<file path="src/rtl/id_fifo_decode_if.sv">
// Fetch-to-issue bundle for id_fifo_decode: IF push side, regfile read ports,
// ID/EX issue side and status counters.
//   master : environment (IF stage, regfile, ID/EX, flush source)
//   slave  : the decode queue itself
interface id_fifo_decode_if #(
  parameter int unsigned XLEN  = 32,
  parameter int unsigned DEPTH = 4,
  parameter int unsigned CNT_W = 16
);
  localparam int unsigned OCC_W = $clog2(DEPTH) + 1;

  // IF push side
  logic             in_valid_i;
  logic             in_ready_o;
  logic [XLEN-1:0]  in_pc_i;
  logic [31:0]      in_inst_i;
  logic             flush_i;

  // regfile read ports
  logic             reg1_read_o;
  logic [4:0]       reg1_addr_o;
  logic [XLEN-1:0]  reg1_data_i;
  logic             reg1_suc;
  logic             reg2_read_o;
  logic [4:0]       reg2_addr_o;
  logic [XLEN-1:0]  reg2_data_i;
  logic             reg2_suc;

  // ID/EX issue side
  logic             issue_valid_o;
  logic             issue_ready_i;
  logic [XLEN-1:0]  pc_o;
  logic [6:0]       aluop_o;
  logic [2:0]       alufunct3_o;
  logic [6:0]       alufunct7_o;
  logic [XLEN-1:0]  reg1_o;
  logic [XLEN-1:0]  reg2_o;
  logic [XLEN-1:0]  imm_o;
  logic             wreg_o;
  logic [4:0]       wd_o;

  // redirect and status
  logic             jump_o;
  logic [XLEN-1:0]  jpc_o;
  logic [OCC_W-1:0] count_o;
  logic [CNT_W-1:0] stall_cnt_o;

  modport master (
    output in_valid_i, in_pc_i, in_inst_i, flush_i,
           reg1_data_i, reg1_suc, reg2_data_i, reg2_suc, issue_ready_i,
    input  in_ready_o, reg1_read_o, reg1_addr_o, reg2_read_o, reg2_addr_o,
           issue_valid_o, pc_o, aluop_o, alufunct3_o, alufunct7_o,
           reg1_o, reg2_o, imm_o, wreg_o, wd_o,
           jump_o, jpc_o, count_o, stall_cnt_o
  );

  modport slave (
    input  in_valid_i, in_pc_i, in_inst_i, flush_i,
           reg1_data_i, reg1_suc, reg2_data_i, reg2_suc, issue_ready_i,
    output in_ready_o, reg1_read_o, reg1_addr_o, reg2_read_o, reg2_addr_o,
           issue_valid_o, pc_o, aluop_o, alufunct3_o, alufunct7_o,
           reg1_o, reg2_o, imm_o, wreg_o, wd_o,
           jump_o, jpc_o, count_o, stall_cnt_o
  );
endinterface

</file>
<file path="src/rtl/id_fifo_decode.sv">
// Queued decode stage between IF and ID/EX. Buffers {pc, inst} pairs in a
// DEPTH-entry ring, decodes the head combinationally (RV32I formats), reads
// operands through the regfile ports and issues under valid/ready. JAL, JALR
// and taken branches redirect fetch in the pop cycle and discard the queue.
// Ports:
//   clk, rst  : clock, asynchronous active-low reset
//   bus       : id_fifo_decode_if slave (push, regfile, issue, redirect, status)
module id_fifo_decode #(
  parameter int unsigned XLEN  = 32,
  parameter int unsigned DEPTH = 4,
  parameter int unsigned CNT_W = 16
) (
  input  logic            clk,
  input  logic            rst,
  id_fifo_decode_if.slave bus
);
  localparam int unsigned PTR_W = $clog2(DEPTH);
  localparam int unsigned OCC_W = PTR_W + 1;

  localparam logic [6:0] OP_R      = 7'b0110011;
  localparam logic [6:0] OP_IMM    = 7'b0010011;
  localparam logic [6:0] OP_LOAD   = 7'b0000011;
  localparam logic [6:0] OP_STORE  = 7'b0100011;
  localparam logic [6:0] OP_BRANCH = 7'b1100011;
  localparam logic [6:0] OP_JALR   = 7'b1100111;
  localparam logic [6:0] OP_JAL    = 7'b1101111;
  localparam logic [6:0] OP_LUI    = 7'b0110111;
  localparam logic [6:0] OP_AUIPC  = 7'b0010111;

  typedef enum logic [2:0] {FMT_R, FMT_I, FMT_S, FMT_B, FMT_U, FMT_J} fmt_e;

  logic [XLEN-1:0]  pc_q   [DEPTH];
  logic [XLEN-1:0]  pc_d   [DEPTH];
  logic [31:0]      inst_q [DEPTH];
  logic [31:0]      inst_d [DEPTH];
  logic [PTR_W-1:0] head_q, head_d, tail_q, tail_d;
  logic [OCC_W-1:0] count_q, count_d;
  logic [CNT_W-1:0] stall_q, stall_d;

  logic            empty, push, pop, kill, ops_ready, issue_valid, jump;
  logic            rd1, rd2, wreg, br_cond, xfer;
  logic [31:0]     hd_inst, imm32;
  logic [6:0]      opcode;
  logic [XLEN-1:0] hd_pc, imm, target, jalr_sum;
  fmt_e            fmt;

  assign empty       = (count_q == '0);
  assign ops_ready   = (!bus.reg1_read_o || bus.reg1_suc) && (!bus.reg2_read_o || bus.reg2_suc);
  assign issue_valid = !empty && ops_ready && !bus.flush_i;
  assign pop         = issue_valid && bus.issue_ready_i;
  assign jump        = pop && xfer;
  // Full-queue ready depends only on occupancy, never on a same-cycle pop.
  assign push        = bus.in_valid_i && bus.in_ready_o;
  assign kill        = bus.flush_i || jump;

  // Head decode: format, write-back flag and immediate.
  always_comb begin
    hd_inst = empty ? 32'h0 : inst_q[head_q];
    hd_pc   = empty ? '0 : pc_q[head_q];
    opcode  = hd_inst[6:0];
    fmt     = FMT_I;
    wreg    = 1'b1;
    case (opcode)
      OP_R:                     fmt = FMT_R;
      OP_IMM, OP_LOAD, OP_JALR: fmt = FMT_I;
      OP_STORE:  begin fmt = FMT_S; wreg = 1'b0; end
      OP_BRANCH: begin fmt = FMT_B; wreg = 1'b0; end
      OP_LUI, OP_AUIPC:         fmt = FMT_U;
      OP_JAL:                   fmt = FMT_J;
      default:                  fmt = FMT_I;   // unknown opcodes behave as I-type
    endcase
    imm32 = 32'h0;
    case (fmt)
      FMT_I: imm32 = {{20{hd_inst[31]}}, hd_inst[31:20]};
      FMT_S: imm32 = {{20{hd_inst[31]}}, hd_inst[31:25], hd_inst[11:7]};
      FMT_B: imm32 = {{20{hd_inst[31]}}, hd_inst[7], hd_inst[30:25], hd_inst[11:8], 1'b0};
      FMT_U: imm32 = {hd_inst[31:12], 12'h0};
      FMT_J: imm32 = {{12{hd_inst[31]}}, hd_inst[19:12], hd_inst[20], hd_inst[30:21], 1'b0};
      default: imm32 = 32'h0;
    endcase
    imm = XLEN'($signed(imm32));
    rd1 = (fmt != FMT_U) && (fmt != FMT_J);
    rd2 = (fmt == FMT_R) || (fmt == FMT_S) || (fmt == FMT_B);
  end

  // Regfile ports and issue bundle; everything is zero while the queue is empty.
  always_comb begin
    bus.reg1_read_o   = !empty && rd1;
    bus.reg2_read_o   = !empty && rd2;
    bus.reg1_addr_o   = bus.reg1_read_o ? hd_inst[19:15] : 5'd0;
    bus.reg2_addr_o   = bus.reg2_read_o ? hd_inst[24:20] : 5'd0;
    bus.reg1_o        = empty ? '0 : (rd1 ? bus.reg1_data_i : imm);
    bus.reg2_o        = empty ? '0 : (rd2 ? bus.reg2_data_i : imm);
    bus.imm_o         = empty ? '0 : imm;
    bus.pc_o          = hd_pc;
    bus.aluop_o       = opcode;
    bus.alufunct3_o   = (fmt == FMT_U || fmt == FMT_J) ? 3'd0 : hd_inst[14:12];
    bus.alufunct7_o   = (fmt == FMT_R) ? hd_inst[31:25] : 7'd0;
    bus.wreg_o        = !empty && wreg;
    bus.wd_o          = bus.wreg_o ? hd_inst[11:7] : 5'd0;
    bus.issue_valid_o = issue_valid;
    bus.in_ready_o    = (count_q < OCC_W'(DEPTH));
    bus.count_o       = count_q;
    bus.stall_cnt_o   = stall_q;
  end

  // Control transfer resolution; only acted on in the pop cycle.
  always_comb begin
    br_cond  = 1'b0;
    case (hd_inst[14:12])
      3'b000:  br_cond = (bus.reg1_data_i == bus.reg2_data_i);
      3'b001:  br_cond = (bus.reg1_data_i != bus.reg2_data_i);
      3'b100:  br_cond = ($signed(bus.reg1_data_i) <  $signed(bus.reg2_data_i));
      3'b101:  br_cond = ($signed(bus.reg1_data_i) >= $signed(bus.reg2_data_i));
      3'b110:  br_cond = (bus.reg1_data_i <  bus.reg2_data_i);
      3'b111:  br_cond = (bus.reg1_data_i >= bus.reg2_data_i);
      default: br_cond = 1'b0;
    endcase
    jalr_sum = bus.reg1_data_i + imm;
    xfer     = 1'b0;
    target   = hd_pc + imm;
    case (opcode)
      OP_JAL:    xfer = 1'b1;
      OP_JALR: begin
        xfer   = 1'b1;
        target = jalr_sum & {{(XLEN-1){1'b1}}, 1'b0};
      end
      OP_BRANCH: xfer = br_cond;
      default:   xfer = 1'b0;
    endcase
    bus.jump_o = jump;
    bus.jpc_o  = jump ? target : '0;
  end

  // Next-state: pointers, occupancy, storage and the saturating stall counter.
  always_comb begin
    head_d  = head_q;
    tail_d  = tail_q;
    count_d = count_q;
    stall_d = stall_q;
    pc_d    = pc_q;
    inst_d  = inst_q;
    if (kill) begin
      head_d  = '0;
      tail_d  = '0;
      count_d = '0;
    end else begin
      if (push) begin
        pc_d[tail_q]   = bus.in_pc_i;
        inst_d[tail_q] = bus.in_inst_i;
        tail_d         = tail_q + PTR_W'(1);
      end
      if (pop) head_d = head_q + PTR_W'(1);
      count_d = count_q + OCC_W'(push) - OCC_W'(pop);
    end
    if (!empty && !ops_ready && (stall_q != '1)) stall_d = stall_q + CNT_W'(1);
  end

  // Control state with asynchronous clear.
  always_ff @(posedge clk or negedge rst) begin
    if (!rst) begin
      head_q  <= '0;
      tail_q  <= '0;
      count_q <= '0;
      stall_q <= '0;
    end else begin
      head_q  <= head_d;
      tail_q  <= tail_d;
      count_q <= count_d;
      stall_q <= stall_d;
    end
  end

  // Entry storage; contents are only observed through occupancy, so no reset.
  always_ff @(posedge clk) begin
    pc_q   <= pc_d;
    inst_q <= inst_d;
  end
endmodule

</file>
<file path="src/flat_wrapper.sv">
// flat-port wrapper written by rule: the top's interface ports become plain ports
module id_fifo_decode_flat 
#(
  parameter int unsigned XLEN  = 32,
  parameter int unsigned DEPTH = 4,
  parameter int unsigned CNT_W = 16
)
  (clk, rst, bus_in_valid_i, bus_in_pc_i, bus_in_inst_i, bus_flush_i, bus_reg1_data_i, bus_reg1_suc, bus_reg2_data_i, bus_reg2_suc, bus_issue_ready_i, bus_in_ready_o, bus_reg1_read_o, bus_reg1_addr_o, bus_reg2_read_o, bus_reg2_addr_o, bus_issue_valid_o, bus_pc_o, bus_aluop_o, bus_alufunct3_o, bus_alufunct7_o, bus_reg1_o, bus_reg2_o, bus_imm_o, bus_wreg_o, bus_wd_o, bus_jump_o, bus_jpc_o, bus_count_o, bus_stall_cnt_o);
  id_fifo_decode_if #(.XLEN(XLEN), .DEPTH(DEPTH), .CNT_W(CNT_W)) bus_i ();
  input  logic clk;
  input  logic rst;
  input wire logic [$bits(bus_i.in_valid_i)-1:0] bus_in_valid_i;
  input wire logic [$bits(bus_i.in_pc_i)-1:0] bus_in_pc_i;
  input wire logic [$bits(bus_i.in_inst_i)-1:0] bus_in_inst_i;
  input wire logic [$bits(bus_i.flush_i)-1:0] bus_flush_i;
  input wire logic [$bits(bus_i.reg1_data_i)-1:0] bus_reg1_data_i;
  input wire logic [$bits(bus_i.reg1_suc)-1:0] bus_reg1_suc;
  input wire logic [$bits(bus_i.reg2_data_i)-1:0] bus_reg2_data_i;
  input wire logic [$bits(bus_i.reg2_suc)-1:0] bus_reg2_suc;
  input wire logic [$bits(bus_i.issue_ready_i)-1:0] bus_issue_ready_i;
  output wire logic [$bits(bus_i.in_ready_o)-1:0] bus_in_ready_o;
  output wire logic [$bits(bus_i.reg1_read_o)-1:0] bus_reg1_read_o;
  output wire logic [$bits(bus_i.reg1_addr_o)-1:0] bus_reg1_addr_o;
  output wire logic [$bits(bus_i.reg2_read_o)-1:0] bus_reg2_read_o;
  output wire logic [$bits(bus_i.reg2_addr_o)-1:0] bus_reg2_addr_o;
  output wire logic [$bits(bus_i.issue_valid_o)-1:0] bus_issue_valid_o;
  output wire logic [$bits(bus_i.pc_o)-1:0] bus_pc_o;
  output wire logic [$bits(bus_i.aluop_o)-1:0] bus_aluop_o;
  output wire logic [$bits(bus_i.alufunct3_o)-1:0] bus_alufunct3_o;
  output wire logic [$bits(bus_i.alufunct7_o)-1:0] bus_alufunct7_o;
  output wire logic [$bits(bus_i.reg1_o)-1:0] bus_reg1_o;
  output wire logic [$bits(bus_i.reg2_o)-1:0] bus_reg2_o;
  output wire logic [$bits(bus_i.imm_o)-1:0] bus_imm_o;
  output wire logic [$bits(bus_i.wreg_o)-1:0] bus_wreg_o;
  output wire logic [$bits(bus_i.wd_o)-1:0] bus_wd_o;
  output wire logic [$bits(bus_i.jump_o)-1:0] bus_jump_o;
  output wire logic [$bits(bus_i.jpc_o)-1:0] bus_jpc_o;
  output wire logic [$bits(bus_i.count_o)-1:0] bus_count_o;
  output wire logic [$bits(bus_i.stall_cnt_o)-1:0] bus_stall_cnt_o;
  assign bus_i.in_valid_i = bus_in_valid_i;
  assign bus_i.in_pc_i = bus_in_pc_i;
  assign bus_i.in_inst_i = bus_in_inst_i;
  assign bus_i.flush_i = bus_flush_i;
  assign bus_i.reg1_data_i = bus_reg1_data_i;
  assign bus_i.reg1_suc = bus_reg1_suc;
  assign bus_i.reg2_data_i = bus_reg2_data_i;
  assign bus_i.reg2_suc = bus_reg2_suc;
  assign bus_i.issue_ready_i = bus_issue_ready_i;
  assign bus_in_ready_o = bus_i.in_ready_o;
  assign bus_reg1_read_o = bus_i.reg1_read_o;
  assign bus_reg1_addr_o = bus_i.reg1_addr_o;
  assign bus_reg2_read_o = bus_i.reg2_read_o;
  assign bus_reg2_addr_o = bus_i.reg2_addr_o;
  assign bus_issue_valid_o = bus_i.issue_valid_o;
  assign bus_pc_o = bus_i.pc_o;
  assign bus_aluop_o = bus_i.aluop_o;
  assign bus_alufunct3_o = bus_i.alufunct3_o;
  assign bus_alufunct7_o = bus_i.alufunct7_o;
  assign bus_reg1_o = bus_i.reg1_o;
  assign bus_reg2_o = bus_i.reg2_o;
  assign bus_imm_o = bus_i.imm_o;
  assign bus_wreg_o = bus_i.wreg_o;
  assign bus_wd_o = bus_i.wd_o;
  assign bus_jump_o = bus_i.jump_o;
  assign bus_jpc_o = bus_i.jpc_o;
  assign bus_count_o = bus_i.count_o;
  assign bus_stall_cnt_o = bus_i.stall_cnt_o;
  id_fifo_decode #(.XLEN(XLEN), .DEPTH(DEPTH), .CNT_W(CNT_W)) u_core (.clk(clk), .rst(rst), .bus(bus_i));
endmodule
</file>
<file path="config.mk">
export PLATFORM = sky130hd
export DESIGN_NAME = id_fifo_decode_flat
export DESIGN_NICKNAME = d
export VERILOG_FILES = /design/src/rtl/id_fifo_decode_if.sv /design/src/rtl/id_fifo_decode.sv /design/src/flat_wrapper.sv
export SDC_FILE = /design/constraint.sdc
export NUM_CORES = 1
export LEC_CHECK = 0
export ABC_AREA = 1
export CAP_MARGIN = 40
export CELL_PAD_IN_SITES_DETAIL_PLACEMENT = 1
export CELL_PAD_IN_SITES_GLOBAL_PLACEMENT = 1
export CORE_ASPECT_RATIO = 1.4
export CORE_UTILIZATION = 39
export CTS_BUF_LIST = sky130_fd_sc_hd__clkbuf_16
export CTS_CLUSTER_DIAMETER = 150
export CTS_CLUSTER_SIZE = 12
export DETAILED_ROUTE_END_ITERATION = 7
export PLACE_DENSITY = 0.83
export SLEW_MARGIN = 20
export SYNTH_ARGS = -nofsm -noshare
export SYNTH_HDL_FRONTEND = slang
export SYNTH_SLANG_ARGS = --single-unit
</file>
<file path="constraint.sdc">
create_clock -name clk -period 8.4 [get_ports clk]
set_input_delay 1.68 -clock clk [delete_from_list [all_inputs] [get_ports clk]]
set_output_delay 1.68 -clock clk [all_outputs]
set_load 0.005 [all_outputs]
</file>
# After elaboration in Yosys (flattened, before gate mapping)
# Index checks and enable logic that the tools add are counted.
# word_totals
wordCells	119
in_bits	135
register_bits	279
out_inout_bits	217
# classes
n_lt_le_gt_ge	8
n_bitwise	3
addsub	7
n_reduce_logical	33
n_mux	34
eq_ne	22
# op_table
cell	n
$mux 32	14
$bwmux 128	2
$pmux 32 s5	1
$bmux 32 s2	2
$add 32x32->32	2
$demux 32 s2	1
$ge 32x32->1	2
$lt 32x32->1	2
$eq 32x32->1	1
$ne 32x32->1	1
$eq 7x6->1 const B	3
$eq 7x7->1 const B	3
$eq 3x3->1 const B	6
$add 16x1->16 const B	1
$ne 16x16->1 const B	1
$mux 5	3
$pmux 3 s5	1
$logic_and 1x1->1	13
$logic_not 3->1	3
$mux 2	4
$eq 7x5->1 const B	1
$mux 7	1
$eq 3x1->1 const B	2
$eq 3x2->1 const B	2
other kinds (18)	35

# Logic depth before layout (Yosys ltp)
# Gate-level depths: netlist of the first run.
# depth
depth_word	22
depth_mapped	38
mapped_depth_nobuf	36

# Worst setup path before layout of the first run
# No wires, ideal clock.
# synth_timing
kind	flip-flop to output port
startpoint	register u_core.count_q[1], in the netlist u_core.bus.count_o[1]
endpoint	output port bus_jpc_o[20]
t_required_ns	6.720
stages_incl_launch_ff	36
slack_ns	1.392
n_path_buf	3
arrival_ns	5.328
cell_sequence	dfrtp_1 -> inv_1 -> nand3_2 -> buf_2 -> nand2_1 -> nand3_2 -> nor2_4 -> nor2_1 -> clkbuf_1 -> ha_1 -> nand2_1 -> nand3b_1 -> nand2_1 -> inv_1 -> clkbuf_1 -> a21oi_1 -> inv_1 -> fa_1 -> o21ai_0 -> nand3_1 -> nand2_1 -> nand3_1 -> nand2_1 -> inv_1 -> o21ai_0 -> nand3_1 -> nand2_1 -> nand2_1 -> nand2_1 -> nand2_1 -> nand2_1 -> inv_1 -> or2_2 -> nand3_1 -> nand2_1 -> a21oi_1
# synth_between
elab_chain_cells	17
elab_cells_between_ends	49
classes_between	add/sub: 2; eq/ne: 19; mux: 8; reduce/logical: 20
# synth_lines
item	line	source
start: declaration	id_fifo_decode.sv:37	logic [OCC_W-1:0] count_q, count_d;
start signal: assignment	id_fifo_decode.sv:169	count_q <= count_d;
$logic_not 3->1 (*)	id_fifo_decode.sv:47	assign empty = (count_q == '0);
branches (longest 15 deep; another with $add 32x32->32)	--	
$mux 32 (*)	id_fifo_decode.sv:132	bus.jpc_o = jump ? target : '0;
end: declaration	flat_wrapper.sv:37	output wire logic [$bits(bus_i.jpc_o)-1:0] bus_jpc_o;
# Every way passes the cells marked *.

# Final worst setup path of the first run
# layout_timing
startpoint	register u_core.head_q[0]
endpoint	output port bus_jpc_o[24]
# layout_between
elab_chain_cells	20
elab_cells_between_ends	54
classes_between	add/sub: 2; eq/ne: 19; mux: 14; bitwise: 1; reduce/logical: 18
# layout_lines
item	line	source
start: declaration	id_fifo_decode.sv:36	logic [PTR_W-1:0] head_q, head_d, tail_q, tail_d;
start signal: assignment	id_fifo_decode.sv:162	head_q <= '0;
start signal: assignment	id_fifo_decode.sv:167	head_q <= head_d;
$not 2->3 (implied by the code) (*)	id_fifo_decode.sv:58, id_fifo_decode.sv:59	
branches (longest 18 deep; another with $add 32x32->32)	--	
$mux 32 (*)	id_fifo_decode.sv:132	
# Every way passes the cells marked *. The select of a mux whose other input is x is not followed.

==> impl_metrics.json, run 1 <==
{
  "run_status": "completed",
  "r2r_slack_ns": 2.69,
  "required_ns": 6.72,
  "start_util_pct": 39.7,
  "port_buffers": 351,
  "post-place-ws_ns": 0.182,
  "fill_cells": 5196,
  "synth_top_area_share_pct": 43.7,
  "synth_top_area_cell": "edfxtp_1",
  "wl_per_cell_um": 25.0,
  "rr_worst_depth": 23,
  "cp-endpoint": "bus_jpc_o[24]",
  "gp_congestion": 1.02,
  "clk_latency_ns": 0.54,
  "ys_seq_elements": 279,
  "area_growth_pct": 29.9,
  "synth_compound_area_share_pct": 15.9,
  "worstPathArrival_ns": 6.42,
  "drt_iter0_drc": 945,
  "ioPinCount": 352,
  "powerDensity_nw_per_um2": 364,
  "grt_pass1_vias": 17900,
  "numPlacedInstances": 2952,
  "async_flop_share_pct": 8.24,
  "synth.net_count": 2323,
  "globalRouteOverflowTotal": 0,
  "antenna_left": 0,
  "root_buffer": "clkbuf_16",
  "min_path_type": "reg2reg",
  "hold_viol": 0,
  "vias_per_cell": 5.60,
  "die_y_um": 253,
  "synth_top_family_by_area": "simple AND/OR/NAND/NOR gates",
  "synth_xor_area_share_pct": 2.09,
  "timing_worst_setup_path_type": "reg2out",
  "crit_buf_inv": 9,
  "clk_pin_slew_ns": 0.06,
  "cpMostUsedCell": "nand2_1",
  "num_rows": 91,
  "synth.avg_cell_area_sq_um": 8.49,
  "grt_max_degree": 75,
  "cts-htree-levels": 1,
  "ir_worst_vdd_mv": 0.213,
  "core_sq_um": 44300,
  "synthTopCellsByArea": "edfxtp_1 44%, ha_1 8.1%, nor2_1 8.0%",
  "synth_ff_type": "edfxtp_1",
  "first_pass_iters": 5,
  "die-area_sq_um": 45900,
  "period_share_pct": 96.4,
  "r2r-end": "u_core.inst_q[92]",
  "finalClockSkew_ns": 0.0184,
  "cts_tree": "built",
  "cpPeakStageDelay_ns": 0.54,
  "setup_viol": 0,
  "cp-startpoint": "u_core.head_q[0]",
  "worstPathMaxFanout": 14,
  "stdcell_count": 3009,
  "synth_warnings": 0,
  "grt_pass1_wl_mm": 111,
  "slew_headroom_pct": 44.0,
  "p_leak_uw": 0.00957,
  "fp.dieW_um": 181,
  "postCtsHoldBufs": 0,
  "seq_area_frac_synth_pct": 47.0,
  "worstReg2RegStart": "u_core.head_q[0]",
  "clock-sinks": 279,
  "dp_hpwl_mm": 57.7,
  "num_vias": 16800,
  "grt_use_total_pct": 32.4,
  "drive_above_1_share_pct": 7.18,
  "slew_violations": 0,
  "synth-edff-count": 256,
  "tightest_slew_ns": 0.840,
  "synth_cell_types": 57,
  "synth_simple_gate_area_share_pct": 19.3,
  "path_delay_family": "simple AND/OR/NAND/NOR gates",
  "synthAdderAreaFrac_pct": 8.46,
  "power_uw": 8320,
  "nets": 2682,
  "crit_cells": 33,
  "synth.cell_area_sq_um": 17600,
  "drcViolationCount": 0,
  "clockBufferDepth": 3,
  "fmax_mhz": 123,
  "cp-end-kind": "output port",
  "cap_violations": 0,
  "synth.area.mux_share_pct": 0.0641,
  "period_minus_slack_ns": 8.10,
  "yosysMostFrequentCell": "nor2_1",
  "synthTopCellsByCount": "377 x nor2_1, 296 x nand2_1, 256 x edfxtp_1, 234 x inv_1, 224 x a21oi_1",
  "start_kind": "register",
  "synth_cells": 2071,
  "cts_buffers": 27,
  "antenna_found_initial": 4,
  "critPathSlowestCell": "dfrtp_4",
  "drt_wl_total_mm": 75.2,
  "min_path_cells": 1,
  "worst_slack_ns": 0.302
}
==> cell families (layout without fill, tap and decap cells) <==
kind of cell	count (synthesis)	in the layout
fa+ha+maj	117	117
xor+xnor	42	42
compound gates	487	487
buf+inv	325	704
mux	1	1
other cells	0	1
simple gates	820	820
flops	279	279
==> worst min path at each step <==
stage / startpoint / endpoint / slack, ns
2_1_floorplan: u_core.bus.stall_cnt_o[13] / u_core.bus.stall_cnt_o[13] / 0.49
3_3_place_gp: u_core.bus.stall_cnt_o[8] / u_core.bus.stall_cnt_o[8] / 0.49
3_5_place_dp: u_core.bus.stall_cnt_o[13] / u_core.bus.stall_cnt_o[13] / 0.49
4_1_cts: u_core.bus.stall_cnt_o[13] / u_core.bus.stall_cnt_o[13] / 0.51
5_1_grt: u_core.bus.stall_cnt_o[13] / u_core.bus.stall_cnt_o[13] / 0.53
6_report: u_core.bus.stall_cnt_o[13] / u_core.bus.stall_cnt_o[13] / 0.51
==> where the power goes <==
| group | switching (uW) | internal (uW) | leakage, uW |
|---|---|---|---|
| sequential | 58.3 | 1610 | 0.00260 |
| clock | 512 | 579 | 0.000451 |
| combinational | 3440 | 2120 | 0.00652 |
==> metal layers <==
| layer | vias up | routed length [um] | GRT usage [%] |
|---|---|---|---|
| met5 | - | 30 | 0 |
| met4 | 4 | 4900 | 19.2 |
| met3 | 174 | 3340 | 3.65 |
| met2 | 560 | 39100 | 60.3 |
| met1 | 8349 | 27800 | 35.1 |
| li1 | 7758 | - | - |
==> what timing repair did <==
item,CTS,global route
gates cloned,1,0
endpoints found under the hold margin,0,0
setup buffers,1,5
resized for setup,12,31
setup endpoints to repair,14,15
pin swaps,1,1
==> sequential cells by signal (all words and copies together), names as in the netlist <==
signal                  flops
u_core.bus.count_o          3
u_core.bus.stall_cnt_o     16
u_core.head_q               2
u_core.inst_q             128
u_core.pc_q               128
u_core.tail_q               2
==> area by class of cell <==
class | instances | area (sq um) | area share, %
flip-flops and latches | 279 | 8270 | 36.2
repair inverters | 1 | 5.00 | 0.0219
multi-input cells | 1467 | 8160 | 35.7
well taps | 558 | 698 | 3.06
clock buffers | 27 | 676 | 2.96
inverters | 244 | 930 | 4.07
diodes | 1 | 2.50 | 0.0110
repair buffers | 410 | 4010 | 17.6
clock inverters | 22 | 90.1 | 0.394
==> placed cells by master, fill, tap and decap left out, types with 18 or more instances in the layout <==
cell type / n
nand3_1: 76
clkdlybuf4s50_1: 351
xor2_1: 29
nor2_1: 369
a21oi_1: 216
nor3_1: 18
dfrtp_1: 20
edfxtp_1: 256
clkbuf_16: 27
buf_4: 49
o21ai_0: 137
nand2_1: 296
ha_1: 113
inv_1: 254
o22ai_1: 31
==> metrics by stage <==
step           setup TNS (ns)  cell area, sq um  hold WS, ns  utilization (%)
6_report                    0             22800        0.510             51.6
5_1_grt               -0.0282             22800        0.533             51.6
4_1_cts              -0.00401             22700        0.508             51.3
3_5_place_dp                0             21900        0.486             49.5
3_3_place_gp                0             21900        0.488             49.4
2_1_floorplan               0             17600        0.487                -
(Power assumes the default switching activity.)
==> inputs of run 2 (changes only) <==
Settings changed: CELL_PAD_IN_SITES_DETAIL_PLACEMENT 1 to 0, CELL_PAD_IN_SITES_GLOBAL_PLACEMENT 1 to 2, CORE_UTILIZATION 39 to 31.
==> impl_metrics.json, run 2 (same netlist as run 1, synthesis figures left out) <==
{
  "run_status": "completed",
  "tns_ns": 0,
  "ioPinCount": 352,
  "grt_use_total_pct": 23.7,
  "grt_max_degree": 65,
  "worstPathArrival_ns": 6.19,
  "worstReg2RegStart": "u_core.head_q[0]",
  "fp.dieW_um": 203,
  "cp-endpoint": "bus_jpc_o[24]",
  "cts-htree-levels": 1,
  "cts_tree": "built",
  "crit_buf_inv": 9,
  "cap_violations": 0,
  "stdcell_count": 3171,
  "area_growth_pct": 30.5,
  "die-area_sq_um": 57700,
  "path_delay_family": "buffers and inverters",
  "cp-startpoint": "u_core.head_q[0]",
  "dp_hpwl_mm": 54.3,
  "antenna_left": 0,
  "drive_above_1_share_pct": 6.88,
  "tightest_slew_ns": 0.928,
  "final_common_cell": "nor2_1",
  "nets": 2684,
  "period_minus_slack_ns": 7.87,
  "period_share_pct": 93.7,
  "slew_headroom_pct": 37.6,
  "required_ns": 6.72,
  "slew_violations": 0,
  "core_sq_um": 55600,
  "clk_latency_ns": 0.54,
  "start_util_pct": 31.6,
  "final_util_pct": 41.2,
  "final_area_sq_um": 22900,
  "powerDensity_nw_per_um2": 352,
  "drt_wl_total_mm": 69.7,
  "num_rows": 102,
  "ir_worst_vdd_mv": 0.188,
  "num_vias": 15900,
  "port_buffers": 351,
  "finalClockSkew_ns": 0.0121,
  "r2r_slack_ns": 3.64,
  "cts_buffers": 27,
  "root_buffer": "clkbuf_16",
  "clock-sinks": 279,
  "cpPeakStageDelay_ns": 0.57,
  "drcViolationCount": 0,
  "gp_congestion": 0.908,
  "die_y_um": 284,
  "rr_worst_depth": 21,
  "r2r-end": "u_core.inst_q[115]",
  "grt_pass1_vias": 15700,
  "grt_setup_unrepaired": "true",
  "cp-end-kind": "output port",
  "drt_iter0_drc": 991,
  "power_uw": 8070,
  "start_kind": "register",
  "hold_viol": 0,
  "placed_cell_area_sq_um": 22200,
  "min_path_type": "reg2reg",
  "vias_per_cell": 5.02,
  "worstPathMaxFanout": 17,
  "numPlacedInstances": 3131,
  "critPathSlowestCell": "dfrtp_4",
  "first_pass_iters": 5,
  "clockBufferDepth": 3,
  "clk_pin_slew_ns": 0.06,
  "setup_viol": 0,
  "timing_worst_setup_path_type": "reg2out",
  "wl_per_cell_um": 22.0,
  "grt_pass1_wl_mm": 102,
  "cpMostUsedCell": "nand2_1",
  "p_leak_uw": 0.00951,
  "crit_cells": 34,
  "antenna_found_initial": 3,
  "globalRouteOverflowTotal": 0,
  "fmax_mhz": 127,
  "final_cell_mix": "371 x nor2_1, 351 x clkdlybuf4s50_1, 296 x nand2_1"
}
-- run 2: per-stage QoR --
step	worst slack [ns]	hold slack, ns
finish	0.528	0.510
global route	-0.0344	0.545
CTS	0.0210	0.511
detailed placement	0.622	0.496
global placement	0.712	0.487
floorplan	1.39	0.487
-- run 2: area by class of cell --
| cell class | count | area [sq um] |
|---|---|---|
| Sequential cell | 279 | 8270 |
| Clock buffer | 27 | 676 |
| Tap cell | 728 | 911 |
| Fill cell | 5686 | 32700 |
| Multi-Input combinational cell | 1467 | 8130 |
| Timing Repair Buffer | 413 | 3990 |
| Antenna cell | 1 | 2.50 |
| Clock inverter | 12 | 52.6 |
| Inverter | 244 | 918 |
-- run 2: report_power, final --
group          leakage (uW)  switching (uW)  total, uW  internal [uW]
Sequential          0.00260            52.0       1660           1610
Combinational       0.00651            3270       5360           2090
Clock              0.000397             474       1050            571
-- run 2: what timing repair did --
item                       4_1_cts  5_1_grt
hold buffers                     0        0
hold endpoints to repair         0        0
setup endpoints to repair        0       19
resized for setup                0       22
buffers inserted                 0        0
-- run 2: per-layer routing --
layer	routed length, um	share of wire, %	global-route usage (%)
met1	28000	40	28.3
met2	35100	50	42.3
met3	4030	5.8	3.81
met4	2530	3.6	8.52
met5	30	0.043	0
-- run 2: how the worst min path moves through the flow --
| stage | from | to | slack, ns | cells past startpoint |
|---|---|---|---|---|
| 2_1_floorplan | u_core.bus.stall_cnt_o[13] | u_core.bus.stall_cnt_o[13] | 0.49 | 1 |
| 3_3_place_gp | u_core.bus.stall_cnt_o[13] | u_core.bus.stall_cnt_o[13] | 0.49 | 1 |
| 3_5_place_dp | u_core.bus.stall_cnt_o[15] | u_core.bus.stall_cnt_o[15] | 0.50 | 1 |
| 4_1_cts | u_core.bus.stall_cnt_o[15] | u_core.bus.stall_cnt_o[15] | 0.51 | 1 |
| 5_1_grt | u_core.bus.stall_cnt_o[15] | u_core.bus.stall_cnt_o[15] | 0.54 | 1 |
| 6_report | u_core.bus.stall_cnt_o[15] | u_core.bus.stall_cnt_o[15] | 0.51 | 1 |
-- run 2: worst register-to-register path: stages, from the launching register on --
cell and delay (ns):
dfrtp_4 0.57, inv_4 0.17, nand2_1 0.08, nand3_2 0.07
nand2_1 0.06, nor2_2 0.11, nand2_1 0.11, nor2_4 0.15
nand2_4 0.12, ha_1 0.26, a21oi_4 0.28, inv_2 0.07
nand2_2 0.11, nand3_4 0.31, o22ai_4 0.32, nor3_2 0.09
nand2_2 0.13, inv_2 0.08, nand2_4 0.21, nand3_1 0.37
nor2_4 0.20, buf_4 0.48
==> inputs of run 3 (changes only) <==
Settings changed: MAX_ROUTING_LAYER set to met4.
==> impl_metrics.json, run 3 (same netlist as run 1, synthesis figures left out) <==
{
  "num_vias": 16100,
  "ir_worst_vdd_mv": 0.237,
  "clock-sinks": 279,
  "cts_tree": "built",
  "core_sq_um": 55600,
  "final_util_pct": 41.4,
  "powerDensity_nw_per_um2": 352,
  "cpMostUsedCell": "nor2_1",
  "setup_viol": 0,
  "period_minus_slack_ns": 7.98,
  "cpPeakStageDelay_ns": 0.57,
  "cp-end-kind": "output port",
  "globalRouteOverflowTotal": 0,
  "period_share_pct": 95.0,
  "root_buffer": "clkbuf_16",
  "area_growth_pct": 30.9,
  "grt_pass1_wl_mm": 102,
  "antenna_found_initial": 5,
  "slew_violations": 0,
  "min_path_type": "reg2reg",
  "dp_hpwl_mm": 54.1,
  "num_rows": 102,
  "worstPathArrival_ns": 6.30,
  "numPlacedInstances": 3129,
  "cts-htree-levels": 1,
  "grt_use_total_pct": 24.5,
  "final_cell_mix": "371 x nor2_1, 351 x clkdlybuf4s50_1, 296 x nand2_1",
  "clk_latency_ns": 0.55,
  "power_uw": 8110,
  "cap_violations": 0,
  "hold-worst-slack_ns": 0.509,
  "postCtsSetupRepairBufs": 0,
  "fill_cells": 5648,
  "hold_viol": 0,
  "finalClockSkew_ns": 0.0141,
  "drt_iter0_drc": 1143,
  "ioPinCount": 352,
  "tightest_slew_ns": 0.847,
  "fp.dieW_um": 203,
  "p_leak_uw": 0.00957,
  "placed_cell_area_sq_um": 22200,
  "die_y_um": 284,
  "gp_congestion": 0.959,
  "wl_per_cell_um": 21.9,
  "stdcell_count": 3185,
  "timing_worst_setup_path_type": "reg2out",
  "final_area_sq_um": 23000,
  "grt_pass1_vias": 16000,
  "fmax_mhz": 125,
  "slew_headroom_pct": 43.1,
  "port_buffers": 351,
  "switching_power_uw": 3830,
  "final_common_cell": "nor2_1",
  "cts_buffers": 27,
  "worstPathMaxFanout": 17,
  "first_pass_iters": 7,
  "clockBufferDepth": 3,
  "antenna_left": 0,
  "start_util_pct": 31.6,
  "run_status": "completed",
  "drive_above_1_share_pct": 6.89,
  "clk_pin_slew_ns": 0.06,
  "power.internal_uw": 4280,
  "switching_share_pct": 47.3,
  "grt_setup_unrepaired": "true",
  "start_kind": "register",
  "drt_wl_total_mm": 69.7,
  "grt_max_degree": 65,
  "drcViolationCount": 0,
  "critPathSlowestCell": "dfrtp_4",
  "die-area_sq_um": 57700,
  "vias_per_cell": 5.06,
  "pwr-share-comb_pct": 66.3,
  "nets": 2684,
  "p_clk_share_pct": 13.2,
  "seqPwrFrac_pct": 20.5,
  "required_ns": 6.72
}
==> run 3: cell count changes in the layout (fill, tap and decap cells not counted), sizes merged <==
cell and change:
buf -1, clkbuf +1, diode +4, inv +10
==> run 3: critical path: cells and delay by family (launching register included) <==
kind                     cells  cell delay [ns]
AO/OA/AOI/OAI                7             1.61
AND/OR/NAND/NOR             14             1.62
flip-flops                   1             0.57
buffers and inverters        6             1.32
adder cells (fa/ha/maj)      2             0.61
==> run 3: metrics by stage <==
step	TNS, ns	setup WS (ns)
finish	0	0.419
global route	-0.00765	-0.00765
CTS	0	0.0120
detailed placement	0	0.607
global placement	0	0.730
floorplan	0	1.39
==> run 3: final timing paths <==
| check | startpoint | slack (ns) | cells after the start | endpoint |
|---|---|---|---|---|
| max | u_core.head_q[0] | 0.42 | 29 | bus_jpc_o[28] |
| min | u_core.bus.stall_cnt_o[8] | 0.51 | 1 | u_core.bus.stall_cnt_o[8] |
| max reg2reg | u_core.head_q[0] | 3.59 | 21 | u_core.inst_q[10] |
| min reg2reg | u_core.bus.stall_cnt_o[8] | 0.51 | 1 | u_core.bus.stall_cnt_o[8] |
| max in group asynchronous | rst | 6.47 | 2 | u_core.head_q[0] |
| min in group asynchronous | rst | 1.45 | 1 | u_core.bus.stall_cnt_o[8] |
==> run 3: cell type report <==
cell class | instances | area [sq um] | share of cell area [%]
clock buffer | 27 | 676 | 2.94
timing repair buffer | 413 | 4010 | 17.4
antenna | 5 | 12.5 | 0.0544
clock inverter | 22 | 90.1 | 0.391
inverter | 244 | 918 | 3.99
sequential | 279 | 8270 | 35.9
tap | 728 | 911 | 3.96
multi-input combinational | 1467 | 8140 | 35.3
==> run 3: metal layers <==
layer	global-route usage, %	part of all wire, %
met5	-	0
met3	3.19	5.9
met4	8.38	3.4
met1	28.7	40
met2	42.6	51
==> run 3: power groups by stage <==
stage | registers, uW | clock network, uW | logic, uW
after floorplan | 1680 | 0 | 2840
after global placement | 1690 | 0 | 5340
after detailed placement | 1690 | 0 | 5340
after CTS | 1660 | 1090 | 5370
after global routing | 1670 | 1150 | 5870
final | 1660 | 1070 | 5380
==> run 3: timing repair <==
| action | CTS | global route |
|---|---|---|
| gates resized for setup | 0 | 24 |
| endpoints found under the setup margin | 0 | 18 |
| hold buffers | 0 | 0 |
